$ cat src/rtl/cube_pkg.sv
// cube_pkg: shared widths, FIFO entry layout and serializer states for the LED cube datapath
package cube_pkg;
  localparam int PANEL_AW = 2;
  localparam int ROW_AW = 4;
  localparam int CHUNK_AW = 4;
  localparam int NIBBLE_AW = 3;
  localparam int PIXEL_W = 4;
  localparam int CHUNK_W = 32;
  localparam int MEM_AW = PANEL_AW + ROW_AW + CHUNK_AW + NIBBLE_AW;
  typedef struct packed {
    logic [PANEL_AW-1:0] panel;
    logic [ROW_AW-1:0] row;
    logic [CHUNK_AW-1:0] chunk;
    logic [CHUNK_W-1:0] data;
  } chunk_entry_t;
  typedef enum logic [1:0] {IDLE, LOAD, WRITE} state_t;
  function automatic logic [MEM_AW-1:0] mem_addr_of(chunk_entry_t e, logic [NIBBLE_AW-1:0] i);
    return {e.panel, e.row, e.chunk, i};
  endfunction
  function automatic logic [PIXEL_W-1:0] nibble_of(chunk_entry_t e, logic [NIBBLE_AW-1:0] i);
    return e.data[i*PIXEL_W +: PIXEL_W];
  endfunction
endpackage

$ cat src/rtl/sync_fifo.sv
// sync_fifo: single-clock FIFO with registered read data; writes when full and reads when empty are ignored
module sync_fifo #(
  parameter int WIDTH = 8,
  parameter int DEPTH = 4
) (
  input  logic             clk,
  input  logic             reset_n,
  input  logic             wr_en,
  input  logic [WIDTH-1:0] wr_data,
  input  logic             rd_en,
  output logic [WIDTH-1:0] rd_data,
  output logic             full,
  output logic             empty
);
  localparam int AW = $clog2(DEPTH);
  logic [WIDTH-1:0] mem [DEPTH];
  logic [AW:0] wr_ptr, rd_ptr;
  logic do_wr, do_rd;
  assign full = (wr_ptr[AW] != rd_ptr[AW]) && (wr_ptr[AW-1:0] == rd_ptr[AW-1:0]);
  assign empty = wr_ptr == rd_ptr;
  assign do_wr = wr_en && !full;
  assign do_rd = rd_en && !empty;
  always_ff @(posedge clk or negedge reset_n)
    if (!reset_n) begin
      wr_ptr <= '0;
      rd_ptr <= '0;
      rd_data <= '0;
    end else begin
      if (do_wr) wr_ptr <= wr_ptr + (AW+1)'(1);
      if (do_rd) begin
        rd_ptr <= rd_ptr + (AW+1)'(1);
        rd_data <= mem[rd_ptr[AW-1:0]];
      end
    end
  always_ff @(posedge clk)
    if (do_wr) mem[wr_ptr[AW-1:0]] <= wr_data;
endmodule

$ cat src/rtl/chunk_writer.sv
// chunk_writer: buffers 32-bit chunks and serializes them into eight 4-bit frame-memory writes.
// Optional CHUNK_WRITER_DROP_COUNT_EN adds a saturating drop_count output.
module chunk_writer
  import cube_pkg::*;
#(
  parameter int FIFO_DEPTH = 4,
  parameter int NIBBLES = 8
) (
  input  logic                clk,
  input  logic                reset_n,
  input  logic [CHUNK_W-1:0]  chunk_data,
  input  logic [CHUNK_AW-1:0] chunk_addr,
  input  logic [ROW_AW-1:0]   row_addr,
  input  logic [PANEL_AW-1:0] panel_addr,
  input  logic                chunk_write_enable,
  input  logic                mem_ready,
  output logic [MEM_AW-1:0]   mem_addr,
  output logic [PIXEL_W-1:0]  mem_data,
  output logic                mem_write_enable,
  output logic                fifo_empty,
  output logic                busy,
  output logic                overflow,
  input  logic                clear_overflow
`ifdef CHUNK_WRITER_DROP_COUNT_EN
  ,output logic [7:0]         drop_count
`endif
);
  chunk_entry_t wr_entry, rd_entry, entry_q, entry_d;
  state_t state, state_d;
  logic [NIBBLE_AW-1:0] idx_q, idx_d, idx_inc;
  logic [MEM_AW-1:0] addr_d;
  logic [PIXEL_W-1:0] data_d;
  logic full, pop, drop, we_d;
  assign wr_entry = {panel_addr, row_addr, chunk_addr, chunk_data};
  assign drop = chunk_write_enable && full;
  assign busy = state != IDLE;
  assign idx_inc = idx_q + NIBBLE_AW'(1);
  sync_fifo #(.WIDTH($bits(chunk_entry_t)), .DEPTH(FIFO_DEPTH)) u_fifo (
    .clk(clk), .reset_n(reset_n), .wr_en(chunk_write_enable), .wr_data(wr_entry),
    .rd_en(pop), .rd_data(rd_entry), .full(full), .empty(fifo_empty)
  );
  // Outputs are computed one cycle ahead so mem_* come straight from flops
  always_comb begin
    state_d = state;
    entry_d = entry_q;
    idx_d = idx_q;
    pop = 1'b0;
    we_d = mem_write_enable;
    addr_d = mem_addr;
    data_d = mem_data;
    case (state)
      IDLE: begin
        pop = !fifo_empty;
        state_d = fifo_empty ? IDLE : LOAD;
      end
      LOAD: begin
        entry_d = rd_entry;
        idx_d = '0;
        state_d = WRITE;
        we_d = 1'b1;
        addr_d = mem_addr_of(rd_entry, '0);
        data_d = nibble_of(rd_entry, '0);
      end
      WRITE:
        if (mem_ready) begin
          if (idx_q == NIBBLE_AW'(NIBBLES-1)) begin
            we_d = 1'b0;
            pop = !fifo_empty;
            state_d = fifo_empty ? IDLE : LOAD;
          end else begin
            idx_d = idx_inc;
            addr_d = mem_addr_of(entry_q, idx_inc);
            data_d = nibble_of(entry_q, idx_inc);
          end
        end
      default: state_d = IDLE;
    endcase
  end
  always_ff @(posedge clk or negedge reset_n)
    if (!reset_n) begin
      state <= IDLE;
      entry_q <= '0;
      idx_q <= '0;
      mem_write_enable <= 1'b0;
      mem_addr <= '0;
      mem_data <= '0;
      overflow <= 1'b0;
    end else begin
      state <= state_d;
      entry_q <= entry_d;
      idx_q <= idx_d;
      mem_write_enable <= we_d;
      mem_addr <= addr_d;
      mem_data <= data_d;
      overflow <= drop || (overflow && !clear_overflow);
    end
`ifdef CHUNK_WRITER_DROP_COUNT_EN
  always_ff @(posedge clk or negedge reset_n)
    if (!reset_n) drop_count <= '0;
    else if (drop) drop_count <= (drop_count == 8'hFF) ? drop_count : drop_count + 8'd1;
    else if (clear_overflow) drop_count <= '0;
`endif
endmodule
$ cat config.mk
export PLATFORM = sky130hd
export DESIGN_NAME = chunk_writer
export DESIGN_NICKNAME = d
export VERILOG_FILES = /design/src/rtl/cube_pkg.sv /design/src/rtl/sync_fifo.sv /design/src/rtl/chunk_writer.sv
export SDC_FILE = /design/constraint.sdc
export NUM_CORES = 1
export LEC_CHECK = 0
export CORE_MARGIN = 4
export CORE_UTILIZATION = 30
export DETAILED_ROUTE_END_ITERATION = 7
export HOLD_SLACK_MARGIN = 0.05
export PLACE_DENSITY = 0.54
export SLEW_MARGIN = 30
export SYNTH_ARGS = -nofsm -noshare
export SYNTH_HDL_FRONTEND = slang
export SYNTH_HIERARCHICAL = 1
export SYNTH_SLANG_ARGS = --single-unit
$ cat constraint.sdc
create_clock -name clk -period 3.6 [get_ports clk]
set_input_delay 0.36 -clock clk [delete_from_list [all_inputs] [get_ports clk]]
set_output_delay 0.36 -clock clk [all_outputs]
set_load 0.01 [all_outputs]
Word-level counts from Yosys, hierarchy flattened --
Memories as Yosys holds them, arrays and structs flattened. A register that Yosys moved wholly into a read port is not among the register bits. Cells that the tools add are included.
Word-level totals: latch bits 0, bits in read-only memories 0, memories 1, output and inout bits 21, RAM bits 168, bits in registers 72
Memories:
- u_fifo.mem | words 4, bits a word 42, read ports 1, clocked after memory_dff 1, write ports 1, RTL line sync_fifo.sv:16 | logic [WIDTH-1:0] mem [DEPTH];
Operators by class: reduce and logical (&&, ||, !) cells 16, order comparisons 0, shifts and indexed selects 1, equality and inequality tests 9, div/mod/pow operators 0, muxes and demuxes 21, bitwise logic cells 0, $add $sub $neg 3, multipliers 0
Operators with widths (number):
- 32-bit by 6-bit variable part select with 4-bit output | 1
- 13-bit 2-to-1 mux | 2
- 13-bit one-hot mux with 2 select lines | 1
- 3-bit by 1-bit adder with 3-bit output (second input constant) | 3
- 4-bit 2-to-1 mux | 2
- 4-bit one-hot mux with 2 select lines | 1
- 1-bit 2-to-1 mux | 7
- 3-bit 2-to-1 mux | 2
- 2-bit != test (second input constant) | 3
- 2-bit one-hot mux with 3 select lines | 1
- 3-bit one-hot mux with 2 select lines | 1
- 3-bit AND reduction | 2
- 1-bit logical AND | 5
- 1-bit logical NOT | 4
- 2-bit 2-to-1 mux | 2
- 1-bit one-hot mux with 2 select lines | 2
- 2-bit nonzero test | 2
- 3-bit == test | 1
- 3-bit == test (second input constant) | 1
- 2-bit by 1-bit == test with 1-bit output (second input constant) | 1
- 2-bit == test | 1
- 2-bit == test (second input constant) | 1
- 2-bit logical NOT | 1
- 2-bit AND reduction | 1
- 2 further kinds | 2

Logic depth before layout (Yosys ltp) --
Gate-level depths: netlist (run 1).
word-level depth 6, gate-level depth with buffers 10, gate-level depth less buffers 7

Hierarchy --
Netlist (run 1), hierarchy kept.
By module, submodules not included:
- sync_fifo | times used 1, cells each 346, area each 8254.2 µm²
- chunk_writer | times used 1, cells each 304, area each 2802.7 µm²

Least setup slack after synthesis (run 1) --
Ideal clock, no wire load.
path type register to register, start point reg u_fifo.rd_ptr[0], end point mem u_fifo/mem[3][0] (netlist bit), enable pin, data required time 3.130 ns, stages on the path, launching flop included 4, library setup time 0.470 ns, data arrival time 3.095 ns, path slack 0.035 ns, path buffers 1, cell sequence dfrtp_1 > buf_6 > xnor2_2 > a31oi_1
On the way: cells in the longest elaborated chain, start to end 6
RTL lines:
- start, declared | RTL line sync_fifo.sv:17 | logic [AW:0] wr_ptr, rd_ptr;
- start signal, assigned | RTL line sync_fifo.sv:31 | rd_ptr <= rd_ptr + (AW+1)'(1);
- 2-bit == test | RTL line sync_fifo.sv:19 | assign full = (wr_ptr[AW] != rd_ptr[AW]) && (wr_ptr[AW-1:0] == rd_ptr[AW-1:0]);
- 1-bit logical AND | RTL line sync_fifo.sv:19
- 1-bit logical NOT | RTL line sync_fifo.sv:21 | assign do_wr = wr_en && !full;
- 1-bit logical AND | RTL line sync_fifo.sv:21
- 1-bit 2-to-1 mux | RTL line sync_fifo.sv:36 | if (do_wr) mem[wr_ptr[AW-1:0]] <= wr_data;
- 1-bit 2-to-1 mux (not written as such) | RTL line sync_fifo.sv:36
- end, declared | RTL line sync_fifo.sv:16
Every way passes these cells.

Worst setup path after layout (run 1) --
start point reg u_fifo.wr_ptr[1], end point reg u_fifo.rd_data[14] (read register of u_fifo.mem)
On the way: cells in the longest elaborated chain, start to end 6
RTL lines:
- start, declared | RTL line sync_fifo.sv:17
- start signal, assigned | RTL line sync_fifo.sv:29 | if (do_wr) wr_ptr <= wr_ptr + (AW+1)'(1);
- 3-bit == test (*) | RTL line sync_fifo.sv:20 | assign empty = wr_ptr == rd_ptr;
- 1-bit logical NOT (*) | RTL line chunk_writer.sv:53, chunk_writer.sv:68
- 1-bit 2-to-1 mux | RTL line chunk_writer.sv:66 | if (idx_q == NIBBLE_AW'(NIBBLES-1)) begin
- 1-bit 2-to-1 mux | RTL line chunk_writer.sv:65 | if (mem_ready) begin
- 1-bit one-hot mux with 2 select lines (*) | RTL line chunk_writer.sv:51 | case (state)
- via pop | RTL line chunk_writer.sv:33 | logic full, pop, drop, we_d;
- 1-bit logical AND (*) | RTL line sync_fifo.sv:22 | assign do_rd = rd_en && !empty;
- end, declared | RTL line sync_fifo.sv:11 | output logic [WIDTH-1:0] rd_data,
Mark *: on every way through the listed nets, which the timed path passes. The rest lies on a longest branch. A chain may end at the register's enable or synchronous reset.

==> out/results.md, run 1 <==
| Step | Metric | Value |
| --- | --- | --- |
| clocking | CTS tree | built |
| route | Detail-routed net length per standard cell | 17.7 microns |
| finish | Filler cell count in the final layout | 3386 |
| clocking | Setup repair bufs after CTS | 0 |
| synth | Most frequently used flop master after synthesis | sky130_fd_sc_hd__edfxtp_1 |
| synth | Largest cells by area after synthesis | sky130_fd_sc_hd__edfxtp_1, sky130_fd_sc_hd__dfrtp_1, sky130_fd_sc_hd__mux2_4, sky130_fd_sc_hd__mux4_1, sky130_fd_sc_hd__mux4_2 |
| setup path | Startpoint type of the worst setup path | flip-flop |
| die | Std-Cell Rows | 70 |
| place | Global placer's final weighted congestion | 0.733 |
| clocking | Clock Sinks | 279 |
| job | Number of max-capacitance violations reported | 0 |
| synth | Mean post-synth cell area | 17.0 sq um |
| finish | Area used by sequential logic in the layout | 7830 sq um |
| setup path | Cell with the largest stage delay on the worst path | sky130_fd_sc_hd__a31o_2 |
| place | Final HPWL DP | 13900 microns |
| power | Reported leakage power | 5.13 nW |
| power | Worst IR Drop VDD | 0.000516 V |
| synth | Yosys reg bits | 279 |
| die | Core footprint | 36500 sq um |
| clocking | Worst-case clock buffer depth | 3 |
| status | Run status | finished clean |
| global route | Global-route wire length before repair | 34400 microns |
| finish | Share of post-route cells with drive strength above 1 | 18.3% |
| sta | Setup Viol. Count Final | 0 |
| finish | # diodes | 0 |
| sta | Final clock skew | 21.7 ps |
| clocking | Number of levels in the clock H-tree | 1 |
| synth | Top cells by count, synth | sky130_fd_sc_hd__edfxtp_1, sky130_fd_sc_hd__nand2_1, sky130_fd_sc_hd__dfrtp_1 |
| synth | Most repeated cell in the gate-level netlist after synthesis | sky130_fd_sc_hd__edfxtp_1 |
| synth | Proportion of synthesized flip-flops having asynchronous set or reset | 39.8% |
| global route | Tot GR Track Use | 11.1% |
| route | Via count of the routed design | 5460 |
| sta | Pins Over Slew Limit | 0 |
| route | Via count normalized by instance count | 4.46 |
| die | I/O Pins | 68 |
| setup path | Worst-path maximum fanout | 25 |
| synth | EDFF count, synth | 168 |
| synth | Post-synthesis instance area | 11100 sq um |
| sta | Number of hold-slack violations in the final timing report | 0 |
| route | Post-DRT Antenna Nets | 0 |
| die | Die span in y | 200 microns |
| sta | Maximum operating frequency | 0.349 GHz |
| synth | Syn nets | 704 |
| route | Number of iterations in the first detailed-routing pass | 4 |
| synth | Cells after synthesis | 650 |
| finish | Area taken by multi-input logic gates | 3010 sq um |
| setup path | Req. time, crit path | 4020 ps |
| synth | Post-synth top area cell | sky130_fd_sc_hd__edfxtp_1 |
| sta | Slew margin rel. | 40.4% |
| die | Die footprint | 40000 sq um |
| sta | Final critical path time including I/O delays and setup | 2870 ps |
| synth | YS warnings | 6 |
| global route | Remaining global-route overflow | 0 |
| global route | Maximum number of pins on one net before global-route repair | 51 |
| synth | Seq/Total Area, Yosys | 70.7% |
| route | Starting DRT DRC Count | 382 |
| setup path | Critical path capture point type | flip-flop |
| synth | Number of unique standard cell types used by synthesis | 32 |
| setup path | Slack of the worst reg-to-reg path | 730 ps |
| die | Die Span X | 200 microns |
| clocking | CTS Root Cell | sky130_fd_sc_hd__clkbuf_16 |
| setup path | Worst EP arrival | 3280 ps |
| sta | Unrepaired setup endpoints after global routing | no |
| sta | Final worst path period share | 79.7% |
| synth | Area share of the largest cell type after synthesis | 45.6% |
| sta | Transition time of the tightest slew-check pin | 895 ps |
| die | Effective utilization at floorplan | 30.3% |
| global route | Vias in the first global route | 5710 |
| global route | Initial antenna violation count | 0 |
| route | DRC | 0 |
| setup path | Delay contributed by the slowest stage of the critical path | 690 ps |
| setup path | Worst path cell trace | xnor2_2 -> nand2_1 -> nor2_1 -> a211oi_1 -> inv_1 -> a31o_2 -> buf_4 -> mux2_4 |
| power | Ratio of total power to cell area | 924 nW/um^2 |
| worst hold path | Hold WC Path Type | in2async |
| clocking | Number of CTS-inserted buffers | 30 |
| clocking | Source-to-sink clock delay at the later pin of the worst-skew pair | 540 ps |
| finish | Post-synthesis to final-layout area growth | 19.8% |
| power | Power, Total | 0.0122 W |
| finish | Number of nets in the layout | 785 |
| route | Routed Wire Length | 21700 microns |
| clocking | Clock slew seen by the registers of the worst setup and hold paths | 60 ps |
| setup path | Crit Path Category | reg2reg |
| sta | Final-layout setup total negative slack | 0 ps |
| place | Number of input and output port buffers inserted | 67 |
## metal layers
layer / global-route usage, % / share of wire (%) / routed length, microns / vias up
met1: 15.5 / 46 / 9860 / 2763
li1: - / - / - / 2573
met2: 17.9 / 48 / 10400 / 94
met5: 0 / 0 / 0 / -
met4: 2.42 / 1.9 / 401 / 0
met3: 2.33 / 4.6 / 987 / 30
## per-stage QoR
step           instance area (sq um)  hold slack, ps  instances  setup WS [ps]  utilization [%]
2_1_floorplan                  11100            64.4        650           35.2                -
3_3_place_gp                   12300             396       1166            712             33.6
3_5_place_dp                   12300             399       1166            704             33.6
4_1_cts                        13200             361       1223            683             36.3
5_1_grt                        13200             407       1223            522             36.3
6_report                       13200             367       1223            731             36.3
## logic make-up after synthesis
logic type | after synthesis | synth area share [%]
xor+xnor | 8 | 0.770
mux | 108 | 17.6
simple gates | 170 | 6.10
flops | 279 | 70.7
fa+ha+maj | 7 | 0.792
compound gates | 35 | 1.83
buf+inv | 43 | 2.21
## sequential cells by signal, indices dropped and copies added, names as in the netlist
name	count
mem_data	4
u_fifo/wr_ptr	3
state	2
mem_write_enable	1
u_fifo/rd_data	42
entry_q	42
u_fifo/rd_ptr	3
u_fifo/mem	168
mem_addr	13
overflow	1
## cells in the final DEF (no fill, tap or decap), drive strengths merged, types with 2 or more instances in the layout
master	instances
nor2b	3
mux4	46
edfxtp	168
a31oi	3
mux2i	18
xnor2	5
o21ai	10
and2	3
dfrtp	111
nand3	7
clkinv	6
nor2	17
inv	8
mux2	44
o2111ai	4
a211oi	2
ha	7
clkdlybuf4s50	66
buf	18
xor2	3
nand2	137
a21oi	15
clkbuf	48
## cell type report
cell class                      count  share of cell area [%]
Clock inverter                      8                   0.491
Inverter                            7                   0.198
Tap cell                          468                    4.42
Clock buffer                       48                    6.80
Multi-Input combinational cell    328                    22.8
Timing Repair Buffer               85                    6.27
Sequential cell                   279                    59.1
## power breakdown
part / internal (W) / switching (W) / leakage (nW) / total [W]
Clock: 0.00178 / 0.00118 / 0.472 / 0.00295
Sequential: 0.00454 / 0.000501 / 2.87 / 0.00504
Combinational: 0.00216 / 0.00208 / 1.79 / 0.00424
Total: 0.00848 / 0.00376 / 5.13 / 0.0122
## worst paths after layout
check	startpoint	cells after the start	end
min in group clk	clear_overflow	2	overflow
setup reg to reg	u_fifo/wr_ptr[1]	8	u_fifo/rd_data[14]
hold / removal	reset_n	2	mem_addr[3]
max in group asynchronous	reset_n	3	entry_q[28]
setup / recovery	u_fifo/wr_ptr[1]	8	u_fifo/rd_data[14]
hold reg to reg	u_fifo/rd_data[31]	2	entry_q[31]
## critical path, delay by kind of cell (launching register included)
family / cells / cell delay (ps)
AO/OA/AOI/OAI: 2 / 780
XOR/XNOR: 1 / 300
buffers and inverters: 2 / 580
flip-flops: 1 / 450
multiplexers: 1 / 340
AND/OR/NAND/NOR: 2 / 270
## timing repair
action | in CTS | in global routing
hold buffers | 1 | 0
resized for setup | 0 | 0
hold endpoints to repair | 40 | 0
No activity file was read; power rests on OpenSTA's default activity.
==> run 2, diff against run 1 <==
- PLACE_DENSITY: 0.54 -> 0.52
- clock period: 3.6 -> 3 ns (I/O delays scaled with it)
==> run 2 against run 1 <==
Total power increased by 21%. Non-clock buffer count increased by 2. Global-route usage increased by 0.17 points. Critical path depth unchanged. Register-to-register slack got worse by 290 ps. Routed wire length increased by 1.8%. Worst hold slack got worse by 26 ps. Sequential power increased by 20%. Clock skew decreased by 1.3 ps. Highest routed layer unchanged.
==> out/results.md, run 2 (synthesis results as in run 1) <==
| Step | Metric | Value | Change |
| --- | --- | --- | --- |
| clocking | CTS tree | built |  |
| die | Die Span X | 200 microns | unchanged |
| sta | Pins Over Slew Limit | 0 | unchanged |
| place | Number of input and output port buffers inserted | 67 | unchanged |
| place | Number of instances in the placed design | 1168 | +0.17% |
| die | Effective utilization at floorplan | 30.3% | unchanged |
| clocking | Number of CTS-inserted buffers | 31 | +3.3% |
| finish | Number of nets in the layout | 788 | +0.38% |
| sta | Final clock skew | 20.4 ps | -1.34 ps |
| route | Via count of the routed design | 5546 | +1.6% |
| power | Power, Total | 0.0148 W | +21% |
| power | Worst IR Drop VDD | 0.000566 V | +9.7% |
| job | Number of max-capacitance violations reported | 0 | unchanged |
| die | Die footprint | 40000 sq um | unchanged |
| clocking | Source-to-sink clock delay at the later pin of the worst-skew pair | 550 ps | about the same |
| worst hold path | Hold WC Path Type | in2reg |  |
| clocking | Clock slew seen by the registers of the worst setup and hold paths | 60 ps | about the same |
| global route | Vias in the first global route | 5872 | +2.8% |
| die | Core footprint | 36500 sq um | unchanged |
| clocking | Worst-case clock buffer depth | 3 | unchanged |
| route | Via count normalized by instance count | 4.52 | +1.2% |
| die | Die span in y | 200 microns | unchanged |
| setup path | Worst EP arrival | 2980 ps | -300 ps |
| route | Detail-routed net length per standard cell | 18.0 microns | +1.5% |
| setup path | Endpoint of the worst setup timing path | u_fifo/rd_data[36] |  |
| finish | Post-synthesis to final-layout area growth | 20.5% |  |
| sta | Setup Viol. Count Final | 0 | unchanged |
| sta | Final worst path period share | 85.3% | +5.6 points |
| place | Final HPWL DP | 13900 microns | about the same |
| route | Starting DRT DRC Count | 290 | -24% |
| place | Worst slack after detailed placement | 421 ps | -283 ps |
| finish | Filler cell count in the final layout | 3395 | +0.27% |
| sta | Number of hold-slack violations in the final timing report | 0 | unchanged |
| global route | Tot GR Track Use | 11.2% | +0.17 points |
| sta | Slew margin rel. | 42.9% | +2.6 points |
| finish | Number of flip-flops in the largest register | 168 | unchanged |
| place | Global placer's final weighted congestion | 0.705 | -3.9% |
| sta | Maximum operating frequency | 0.391 GHz | +12% |
| sta | Setup slack after layout | 441 ps | -291 ps |
| worst hold path | Number of instances on the worst hold path | 2 |  |
| setup path | Reg-to-reg endpoint | u_fifo/rd_data[36] |  |
| die | Std-Cell Rows | 70 | unchanged |
| sta | Final-layout setup total negative slack | 0 ps | unchanged |
| power | Reported leakage power | 5.17 nW | +0.70% |
| setup path | CP Launch Point | u_fifo/rd_ptr[0] |  |
| setup path | Critical path capture point type | flip-flop |  |
| finish | Most common cell after layout, fill and taps aside | sky130_fd_sc_hd__edfxtp_1 |  |
| power | Ratio of total power to cell area | 1110 nW/um^2 | +21% |
| route | Number of iterations in the first detailed-routing pass | 5 | +1 |
| route | DRC | 0 | unchanged |
| finish | Share of post-route cells with drive strength above 1 | 19.1% | +0.83 points |
| clocking | CTS Root Cell | sky130_fd_sc_hd__clkbuf_16 |  |
| setup path | R2R Path Start | u_fifo/rd_ptr[0] |  |
| global route | Initial antenna violation count | 0 | unchanged |
| global route | Remaining global-route overflow | 0 | unchanged |
| setup path | Startpoint type of the worst setup path | flip-flop |  |
| clocking | Clock Sinks | 279 | unchanged |
| setup path | Slack of the worst reg-to-reg path | 440 ps | -290 ps |
| setup path | Crit Path Category | reg2reg |  |
| setup path | Worst-path maximum fanout | 18 | -28% |
| global route | Global-route wire length before repair | 34800 microns | +0.92% |
| die | I/O Pins | 68 | unchanged |
| status | Run status | finished clean |  |
| route | Routed Wire Length | 22000 microns | +1.8% |
| sta | Final critical path time including I/O delays and setup | 2560 ps | -309 ps |
| finish | Post-route non-filler standard cell count | 1227 | +0.33% |
| route | Post-DRT Antenna Nets | 0 | unchanged |
| setup path | Reg2reg path depth | 8 | unchanged |
| finish | # diodes | 0 | unchanged |
| clocking | Number of levels in the clock H-tree | 1 | unchanged |
| sta | Unrepaired setup endpoints after global routing | no |  |
| global route | Maximum number of pins on one net before global-route repair | 57 | +12% |
| setup path | Req. time, crit path | 3420 ps | -600 ps |
| sta | Transition time of the tightest slew-check pin | 856 ps | -38.4 ps |
| finish | Leading cell types in the layout, fill and taps excluded | sky130_fd_sc_hd__edfxtp_1, sky130_fd_sc_hd__nand2_1, sky130_fd_sc_hd__dfrtp_1, sky130_fd_sc_hd__clkdlybuf4s50_1, sky130_fd_sc_hd__mux2_4 |  |
[run 2: worst min-delay path by stage]
stage | start | end | slack (ps)
after global routing | clear_overflow | overflow | 350
after detailed placement | reset_n | u_fifo/rd_data[32] | 430
after CTS | clear_overflow | overflow | 330
after global placement | reset_n | u_fifo/rd_data[32] | 420
after floorplan | reset_n | entry_q[0] | 4
final | clear_overflow | overflow | 340
[run 2: critical path: stages (launching register included)]
cell,delay (ps)
sky130_fd_sc_hd__dfrtp_2,420
sky130_fd_sc_hd__xnor2_2,310
sky130_fd_sc_hd__nand2_1,120
sky130_fd_sc_hd__nor2_1,150
sky130_fd_sc_hd__a211oi_1,80
sky130_fd_sc_hd__inv_1,70
sky130_fd_sc_hd__a31o_2,610
sky130_fd_sc_hd__buf_4,330
sky130_fd_sc_hd__mux2_2,340
[run 2: where the power goes]
part	total, W	leakage, nW	internal (W)	switching, W
Clock	0.00362	0.492	0.00218	0.00144
Combinational	0.00518	1.81	0.00266	0.00252
Sequential	0.00605	2.87	0.00545	0.000608
[run 2: metal layers]
layer	up-vias	share of wire, %	global-route usage [%]
met5	-	0	0
met4	0	2.0	2.57
met3	39	3.7	2.05
met2	94	48	18.5
met1	2832	46	15.6
li1	2581	-	-
[run 2: through the flow]
stage / utilization (%) / hold WS (ps) / cell area (sq um)
5_1_grt: 36.5 / 349 / 13300
3_3_place_gp: 33.7 / 418 / 12300
4_1_cts: 36.5 / 330 / 13300
3_5_place_dp: 33.7 / 426 / 12300
6_report: 36.5 / 341 / 13300
2_1_floorplan: - / 4.41 / 11100
[run 2: layout make-up]
cell class                 count  area [sq um]  share of cell area, %
sequential                   279          7830                   58.7
multi-input combinational    328          3010                   22.6
clock buffer                  54           972                   7.30
timing repair buffer          87           871                   6.54
tap                          468           586                   4.40
clock inverter                 4          27.5                  0.207
inverter                       7          26.3                  0.197
[run 2: repair_timing]
action                                 in CTS  in global routing
setup endpoints to repair                   0                  0
gates resized for setup                     0                  0
endpoints found under the hold margin      53                  0
hold buffers                                1                  0
setup buffers                               0                  0
